--- src/rtl/vp_controller_if.sv ---
// Load-request / D-cache-return / prediction-result bundle for the value-prediction controller.
// Master drives loads and returns; slave (controller) drives prediction and resolution pulses.
`ifndef ADDR_WIDTH
`define ADDR_WIDTH 32
`endif
`ifndef DATA_WIDTH
`define DATA_WIDTH 32
`endif

interface vp_controller_if;
    logic                   vp_en;
    logic                   ld_req_valid;
    logic [`ADDR_WIDTH-1:0] ld_req_pc;
    logic                   ld_req_ready;
    logic                   dc_valid;
    logic [`DATA_WIDTH-1:0] dc_data;
    logic                   pred_valid;
    logic [`DATA_WIDTH-1:0] pred_data;
    logic                   stall;
    logic                   res_valid;
    logic [`DATA_WIDTH-1:0] res_data;
    logic                   en_recover;
    logic                   correct_prediction;

    modport master (
        output vp_en, ld_req_valid, ld_req_pc, dc_valid, dc_data,
        input  ld_req_ready, pred_valid, pred_data, stall,
               res_valid, res_data, en_recover, correct_prediction
    );

    modport slave (
        input  vp_en, ld_req_valid, ld_req_pc, dc_valid, dc_data,
        output ld_req_ready, pred_valid, pred_data, stall,
               res_valid, res_data, en_recover, correct_prediction
    );
endinterface

--- src/rtl/vp_controller.sv ---
// Last-value load predictor: one load in flight, speculates when the entry's confidence is saturated.
// Pulses appear one cycle after accept/return; only accepts loads in IDLE, stalls while waiting or recovering.
`ifndef ADDR_WIDTH
`define ADDR_WIDTH 32
`endif
`ifndef DATA_WIDTH
`define DATA_WIDTH 32
`endif

module vp_controller #(
    parameter int INDEX_WIDTH = 6,
    parameter int CONF_BITS   = 2
) (
    input  logic           clk,
    input  logic           rst_n,
    vp_controller_if.slave bus
);
    localparam int ENTRIES = 1 << INDEX_WIDTH;
    localparam logic [CONF_BITS-1:0] CONF_MAX = '1;

    typedef enum logic [1:0] {IDLE, SPEC, WAIT, RECOVER} state_t;

    state_t state, state_nxt;

    logic [`DATA_WIDTH-1:0] val_mem  [ENTRIES];
    logic [CONF_BITS-1:0]   conf_mem [ENTRIES];

    logic [INDEX_WIDTH-1:0] idx_q;
    logic [INDEX_WIDTH-1:0] req_idx;
    logic                   predict_ok;
    logic                   accept;
    logic                   resolve;
    logic                   hit;
    logic                   ready;
    logic                   stall;

    logic                   pred_valid_q;
    logic [`DATA_WIDTH-1:0] pred_data_q;
    logic                   res_valid_q;
    logic [`DATA_WIDTH-1:0] res_data_q;
    logic                   en_recover_q;
    logic                   correct_q;

    logic unused_pc_bits;
    assign unused_pc_bits = ^{bus.ld_req_pc[`ADDR_WIDTH-1:INDEX_WIDTH+2], bus.ld_req_pc[1:0]};

    assign req_idx    = bus.ld_req_pc[INDEX_WIDTH+1:2];
    assign predict_ok = bus.vp_en && (conf_mem[req_idx] == CONF_MAX);
    assign accept     = (state == IDLE) && bus.ld_req_valid;
    assign resolve    = bus.dc_valid && ((state == SPEC) || (state == WAIT));
    // SPEC verifies against the value actually handed out; WAIT trains against the stored entry.
    assign hit = (state == SPEC) ? (bus.dc_data == pred_data_q)
                                 : (bus.dc_data == val_mem[idx_q]);

    always_ff @(posedge clk) begin
        if (!rst_n) state <= IDLE;
        else        state <= state_nxt;
    end

    always_comb begin
        state_nxt = state;
        case (state)
            IDLE:    if (bus.ld_req_valid) state_nxt = predict_ok ? SPEC : WAIT;
            SPEC:    if (bus.dc_valid)     state_nxt = hit ? IDLE : RECOVER;
            WAIT:    if (bus.dc_valid)     state_nxt = IDLE;
            RECOVER: state_nxt = IDLE;
            default: state_nxt = IDLE;
        endcase
    end

    always_comb begin
        ready = 1'b0;
        stall = 1'b0;
        case (state)
            IDLE:    ready = 1'b1;
            WAIT:    stall = 1'b1;
            RECOVER: stall = 1'b1;
            default: ;
        endcase
    end

    always_ff @(posedge clk) begin
        if (!rst_n) begin
            idx_q        <= '0;
            pred_valid_q <= 1'b0;
            pred_data_q  <= '0;
            res_valid_q  <= 1'b0;
            res_data_q   <= '0;
            en_recover_q <= 1'b0;
            correct_q    <= 1'b0;
            for (int i = 0; i < ENTRIES; i++) begin
                val_mem[i]  <= '0;
                conf_mem[i] <= '0;
            end
        end else begin
            pred_valid_q <= accept && predict_ok;
            res_valid_q  <= resolve;
            en_recover_q <= resolve && (state == SPEC) && !hit;
            correct_q    <= resolve && (state == SPEC) && hit;
            if (accept) idx_q <= req_idx;
            if (accept && predict_ok) pred_data_q <= val_mem[req_idx];
            if (resolve) begin
                res_data_q <= bus.dc_data;
                if (hit) begin
                    if (conf_mem[idx_q] != CONF_MAX) conf_mem[idx_q] <= conf_mem[idx_q] + 1'b1;
                end else begin
                    val_mem[idx_q]  <= bus.dc_data;
                    conf_mem[idx_q] <= '0;
                end
            end
        end
    end

    assign bus.ld_req_ready       = ready;
    assign bus.stall              = stall;
    assign bus.pred_valid         = pred_valid_q;
    assign bus.pred_data          = pred_data_q;
    assign bus.res_valid          = res_valid_q;
    assign bus.res_data           = res_data_q;
    assign bus.en_recover         = en_recover_q;
    assign bus.correct_prediction = correct_q;
endmodule

--- src/flat_wrapper.sv ---
// flat-port wrapper written by rule: the top's interface ports become plain ports
module vp_controller_flat 
#(
    parameter int INDEX_WIDTH = 6,
    parameter int CONF_BITS   = 2
)
  (clk, rst_n, bus_vp_en, bus_ld_req_valid, bus_ld_req_pc, bus_dc_valid, bus_dc_data, bus_ld_req_ready, bus_pred_valid, bus_pred_data, bus_stall, bus_res_valid, bus_res_data, bus_en_recover, bus_correct_prediction);
  vp_controller_if bus_i ();
  input  logic clk;
  input  logic rst_n;
  input wire logic [$bits(bus_i.vp_en)-1:0] bus_vp_en;
  input wire logic [$bits(bus_i.ld_req_valid)-1:0] bus_ld_req_valid;
  input wire logic [$bits(bus_i.ld_req_pc)-1:0] bus_ld_req_pc;
  input wire logic [$bits(bus_i.dc_valid)-1:0] bus_dc_valid;
  input wire logic [$bits(bus_i.dc_data)-1:0] bus_dc_data;
  output wire logic [$bits(bus_i.ld_req_ready)-1:0] bus_ld_req_ready;
  output wire logic [$bits(bus_i.pred_valid)-1:0] bus_pred_valid;
  output wire logic [$bits(bus_i.pred_data)-1:0] bus_pred_data;
  output wire logic [$bits(bus_i.stall)-1:0] bus_stall;
  output wire logic [$bits(bus_i.res_valid)-1:0] bus_res_valid;
  output wire logic [$bits(bus_i.res_data)-1:0] bus_res_data;
  output wire logic [$bits(bus_i.en_recover)-1:0] bus_en_recover;
  output wire logic [$bits(bus_i.correct_prediction)-1:0] bus_correct_prediction;
  assign bus_i.vp_en = bus_vp_en;
  assign bus_i.ld_req_valid = bus_ld_req_valid;
  assign bus_i.ld_req_pc = bus_ld_req_pc;
  assign bus_i.dc_valid = bus_dc_valid;
  assign bus_i.dc_data = bus_dc_data;
  assign bus_ld_req_ready = bus_i.ld_req_ready;
  assign bus_pred_valid = bus_i.pred_valid;
  assign bus_pred_data = bus_i.pred_data;
  assign bus_stall = bus_i.stall;
  assign bus_res_valid = bus_i.res_valid;
  assign bus_res_data = bus_i.res_data;
  assign bus_en_recover = bus_i.en_recover;
  assign bus_correct_prediction = bus_i.correct_prediction;
  vp_controller #(.INDEX_WIDTH(INDEX_WIDTH), .CONF_BITS(CONF_BITS)) u_core (.clk(clk), .rst_n(rst_n), .bus(bus_i));
endmodule
--- config.mk ---
export PLATFORM = sky130hd
export DESIGN_NAME = vp_controller_flat
export DESIGN_NICKNAME = d
export VERILOG_FILES = /design/src/rtl/vp_controller_if.sv /design/src/rtl/vp_controller.sv /design/src/flat_wrapper.sv
export SDC_FILE = /design/constraint.sdc
export NUM_CORES = 2
export LEC_CHECK = 0
export CAP_MARGIN = 20
export CORE_MARGIN = 4
export CORE_UTILIZATION = 45
export DETAILED_ROUTE_END_ITERATION = 7
export MAX_ROUTING_LAYER = met4
export SETUP_SLACK_MARGIN = 0.4
export SYNTH_ARGS = -nofsm -noshare
export SYNTH_HDL_FRONTEND = slang
export SYNTH_SLANG_ARGS = --single-unit
--- constraint.sdc ---
create_clock -name clk -period 11.35 [get_ports clk]
set_input_delay 2.27 -clock clk [delete_from_list [all_inputs] [get_ports clk]]
set_output_delay 2.27 -clock clk [all_outputs]
set_load 0.01 [all_outputs]
# After elaboration in Yosys (flattened, before gate mapping)
# Memory sizes are Yosys's and may differ from the RTL's. A register that Yosys moved wholly into a read port is not among the register bits.
# Cells that the tools add are included.
# W data, S select, Z words.
# op_classes
addsub,1
multipliers,0
n_div,0
magnitude_cmp,0
eq_ne,10
shift,0
mux,30
bitwise,1
reduce_logical,15
# ops
op,n
$eq A32 B32 Y1,2
$mux W6,6
$mux W32,1
$reduce_or A32 Y1,1
$mux W1,15
$mux W2,7
$ne A2 B2 Y1 const B,4
$pmux W2 S4,1
$logic_and A1 B1 Y1,7
$eq A2 B2 Y1 const B,3
$reduce_or A2 Y1,2
$reduce_and A3 Y1,1
$add A2 B1 Y2 const B,1
$eq A2 B1 Y1 const B,1
$logic_not A1 Y1,2
$logic_not A2 Y1,1
$logic_or A1 B1 Y1,1
$or A1 B1 Y1,1
# word_totals
ff_bits,44
latchBits,0
ramBits,2176
mem_bits_ro,0
inputBits,69
output_inout_bits,70
elab_cells,66
memories,2
# memory_table
memory,depth,width,read_ports,rd_ports_with_merged_regs,write_ports,line_no,source
u_core.val_mem,64,32,2,2,64,vp_controller.sv:25,logic [`DATA_WIDTH-1:0] val_mem [ENTRIES];
u_core.conf_mem,64,2,2,1,64,vp_controller.sv:26,logic [CONF_BITS-1:0] conf_mem [ENTRIES];

# Logic depth before layout (Yosys ltp)
# logic_depth
ltp_word,9
mapped_depth,22
depth_no_buf,11

# Least setup slack after synthesis
# OpenSTA, ideal clock, no wires.
# synth_timing
kind,input -> register
start,input bus_dc_data[15]
end,memory u_core.val_mem[16][0] (netlist name) (enable)
setup_time_ns,0.466
arrival_ns,5.855
required_ns,10.884
path_slack_ns,5.029
path_stages,9
path_buffers,2
path_cell_list,clkbuf_1 -> xor2_1 -> a211oi_1 -> o21ai_0 -> nor4_2 -> o2111ai_1 -> nand2_1 -> clkbuf_1 -> o21ai_0
# synth_lines
item,line_no,source
from (decl),flat_wrapper.sv:15,input wire logic [$bits(bus_i.dc_data)-1:0] bus_dc_data;
to (decl),vp_controller.sv:25,

==> results.tsv <==
stage	metric	value	unit
synth	synthesis.area	119000	um^2
sta	final.setup_skew	0.06933	ns
die	die_w	522.2	um
global_route	grtUsageTotal	0.3859	
global_route	grt_pass1_wl	700.1	mm
layout	areaGrowthSynthToFinish	10.12	%
outcome	outcome	finished, final reports clean	
die	num_io_pins	139	
layout	fin_nets	8013	
sta	setup_slack	2.733	ns
hold_path	min_path_cells	2	
layout	multi_input_area	47850	um^2
clock_tree	h-tree-depth	4	
routing	drt-vias-per-instance	7.439	
critical_path	cp_slowest_cell	nor2b_1	
synth	synth_commonest_cells	edfxtp_1, nor3_1, mux4_2	
sta	drv_slew	0	
sta	period_minus_slack	8.617	ns
critical_path	crit_top_cell	buf_4	
synth	syn_avg_cell_area	14.30	um^2
global_route	grt_max_degree	220	
layout	drive_above_1_share	0.2434	
layout	instances_no_fill	11710	
place	placedCellCount	11210	
clock_tree	clkTransAtPathRegs	0.06	ns
synth	synth_edf_count	2176	
sta	finalSetupViolCount	0	
routing	via_count	87110	
critical_path	crit_family	compound AO/OA/AOI/OAI gates	
synth	synth-async-reset-ratio	0	
die	core-area	262700	um^2
sta	hold_viol	0	
routing	drt_pre_antenna_iters	6	
synth	yosysTopAreaCell	edfxtp_1	
layout	fillerInstances	22300	
sta	finalCritPeriodShare	0.7593	
global_route	grt_pass1_vias	81750	
clock_tree	clock_sinks	2258	
layout	final_area	131000	um^2
hold_path	hold_path.startpoint	u_core.bus.res_data[17]	
critical_path	cp_max_fo	33	
clock_tree	cts_hold_buf	0	
clock_tree	clock_path_buffers	3	
synth	ys_seq_area_frac	0.5631	
synth	ys_ff_latch	2258	
critical_path	worstPathCellList	buf_4, buf_4, nor2b_1, a22oi_1, a21oi_1, nor2_1, o22ai_1, xnor2_1, nand4_1, nor4_2, o2111ai_1, nand2_4, buf_12, o21ai_4, buf_4	
routing	drc	0	
synth	synthTopCellsByArea	edfxtp_1, mux4_2, nor3_1	
power	leakagePower	39.54	nW
die	start_util	0.4528	
place	port_buffers	112	
global_route	grt-ovfl-total	0	
global_route	antenna_found_initial	63	
critical_path	regToRegEndpoint	u_core.val_mem[43][6]	
critical_path	slowest_delay	1.08	ns
critical_path	critPathBufInv	4	
synth	synth_flop_cell	edfxtp_1	
place	place_area	123300	um^2
clock_tree	insertion_delay	0.93	ns
synth	synth_top_area_frac	0.5493	
clock_tree	cts-root-buf	clkbuf_16	
clock_tree	cts_tree	yes	
job	maxCapViolCount	0	
synth	syn_nets	8393	
place	globalplace.congestion	1.068	
place	dp_hpwl	321.8	mm
layout	fin_util	0.4986	
critical_path	required	11.88	ns
sta	max_clock_freq	0.1160	GHz
routing	initialDrtViolationCount	16350	
layout	seq_area	67000	um^2
routing	finalWirelength	519.5	mm
synth	postSynthCellCount	8319	
clock_tree	cts_resized	0	
die	dieArea	272700	um^2
clock_tree	cts_buffers	233	
critical_path	critPathCapture	u_core.val_mem[43][6]	
critical_path	worst-path-stages	15	
die	rows	188	
place	post-place-ws	3.329	ns
critical_path	end_kind	flop	
critical_path	startpoint_type	flop	
synth	synthDistinctLibCells	73	
routing	ant_nets	0	
sta	slew_headroom	0.1061	
hold_path	hold_class	flop to flop	
critical_path	critical_path_class	flop to flop	
synth	synth.most_common_cell	edfxtp_1	
power	ir_drop	178.6	uV
routing	wl_per_cell	44.36	um
critical_path	reg2regPathDepth	15	
sta	fin_setup_tns	0	ns
power	p_per_area	174.5	nW/um^2
critical_path	rrSetupSlack	2.73	ns
clock_tree	post_cts_buffers	0	
synth	yosysWarnings	0	
critical_path	crit_arrival	9.15	ns
sta	worst-slew-pin-transition	1.336	ns
die	die_y	522.2	um
sta	rsz0062_at_grt	no	
[report_power, final]
group	switching (mW)	leakage [nW]	internal (mW)
Clock	3.46	3.63	4.21
Sequential	0.251	23.1	9.49
Combinational	3.79	12.8	1.66
[state kept, by name, summed over array words and instances, names as in the netlist, named ones only]
| name | cells |
|---|---|
| u_core.val_mem | 2048 |
| u_core.bus.correct_prediction | 1 |
| u_core.state | 2 |
| u_core.bus.res_data | 32 |
| u_core.idx_q | 6 |
| u_core.bus.pred_data | 32 |
| u_core.bus.pred_valid | 1 |
| u_core.bus.res_valid | 1 |
| u_core.bus.en_recover | 1 |
| u_core.conf_mem | 128 |
[through the flow]
stage	power [mW]	hold slack, ns
6_report	22.86	0.4676
3_5_place_dp	15.03	0.4590
2_1_floorplan	12.58	0.4876
4_1_cts	22.55	0.4675
5_1_grt	23.20	0.4883
3_3_place_gp	14.98	0.4516
[layout make-up]
cell class                      count  area share
Tap cell                         3515     0.03357
Multi-Input combinational cell   4978      0.3652
Inverter                            8   0.0002292
Clock buffer                      304     0.04755
Clock inverter                    131    0.009408
Timing Repair Buffer              460     0.03145
Sequential cell                  2258      0.5115
Antenna cell                       56    0.001070
[cells in the final DEF (no fill, tap or decap), drive strengths merged, types with 15 or more instances in the layout]
cell	count
nand3	121
a22oi	168
edfxtp	2176
a21boi	38
clkdlybuf4s50	105
xor2	15
o211ai	21
a221oi	24
mux4	1055
buf	354
inv	16
clkinv	100
nand2	270
bufinv	15
clkbuf	305
o21ai	199
dfxtp	82
o22ai	38
mux2i	434
nor3	2063
xnor2	47
a21oi	25
nand4	30
nor2b	52
nor2	173
diode	56
mux2	23
[routing by layer]
layer  GRT usage  wire (um)
met2      0.5148     216100
met4      0.2633      44370
met5           -          0
met1      0.4785     176200
met3      0.1554      82810
[kinds of logic (layout without fill, tap and decap cells)]
kind of cell,after synthesis,count (layout),share of synthesized area
AND/OR/NAND/NOR,2809,2809,0.1162
flip-flops,2258,2258,0.5631
multiplexers,1512,1512,0.2384
buffers and inverters,1083,903,0.04412
AO/OA/AOI/OAI,590,590,0.03307
XOR/XNOR,62,62,0.004565
adder cells (fa/ha/maj),5,5,0.0005259
other,0,56,0
[tightest hold or removal path, cell delays in order, from the launching register on]
cell and delay [ns]:
dfxtp_1 0.31, nand2_1 0.05, a21boi_0 0.06
[worst min-delay path by stage]
stage	to	slack, ns
final	u_core.bus.res_data[17]	0.47
after global routing	u_core.bus.res_data[24]	0.49
after CTS	u_core.bus.res_data[12]	0.47
after detailed placement	u_core.bus.res_data[12]	0.46
after global placement	u_core.bus.res_data[29]	0.45
after floorplan	u_core.bus.res_data[10]	0.49
(Power assumes the default switching activity.)
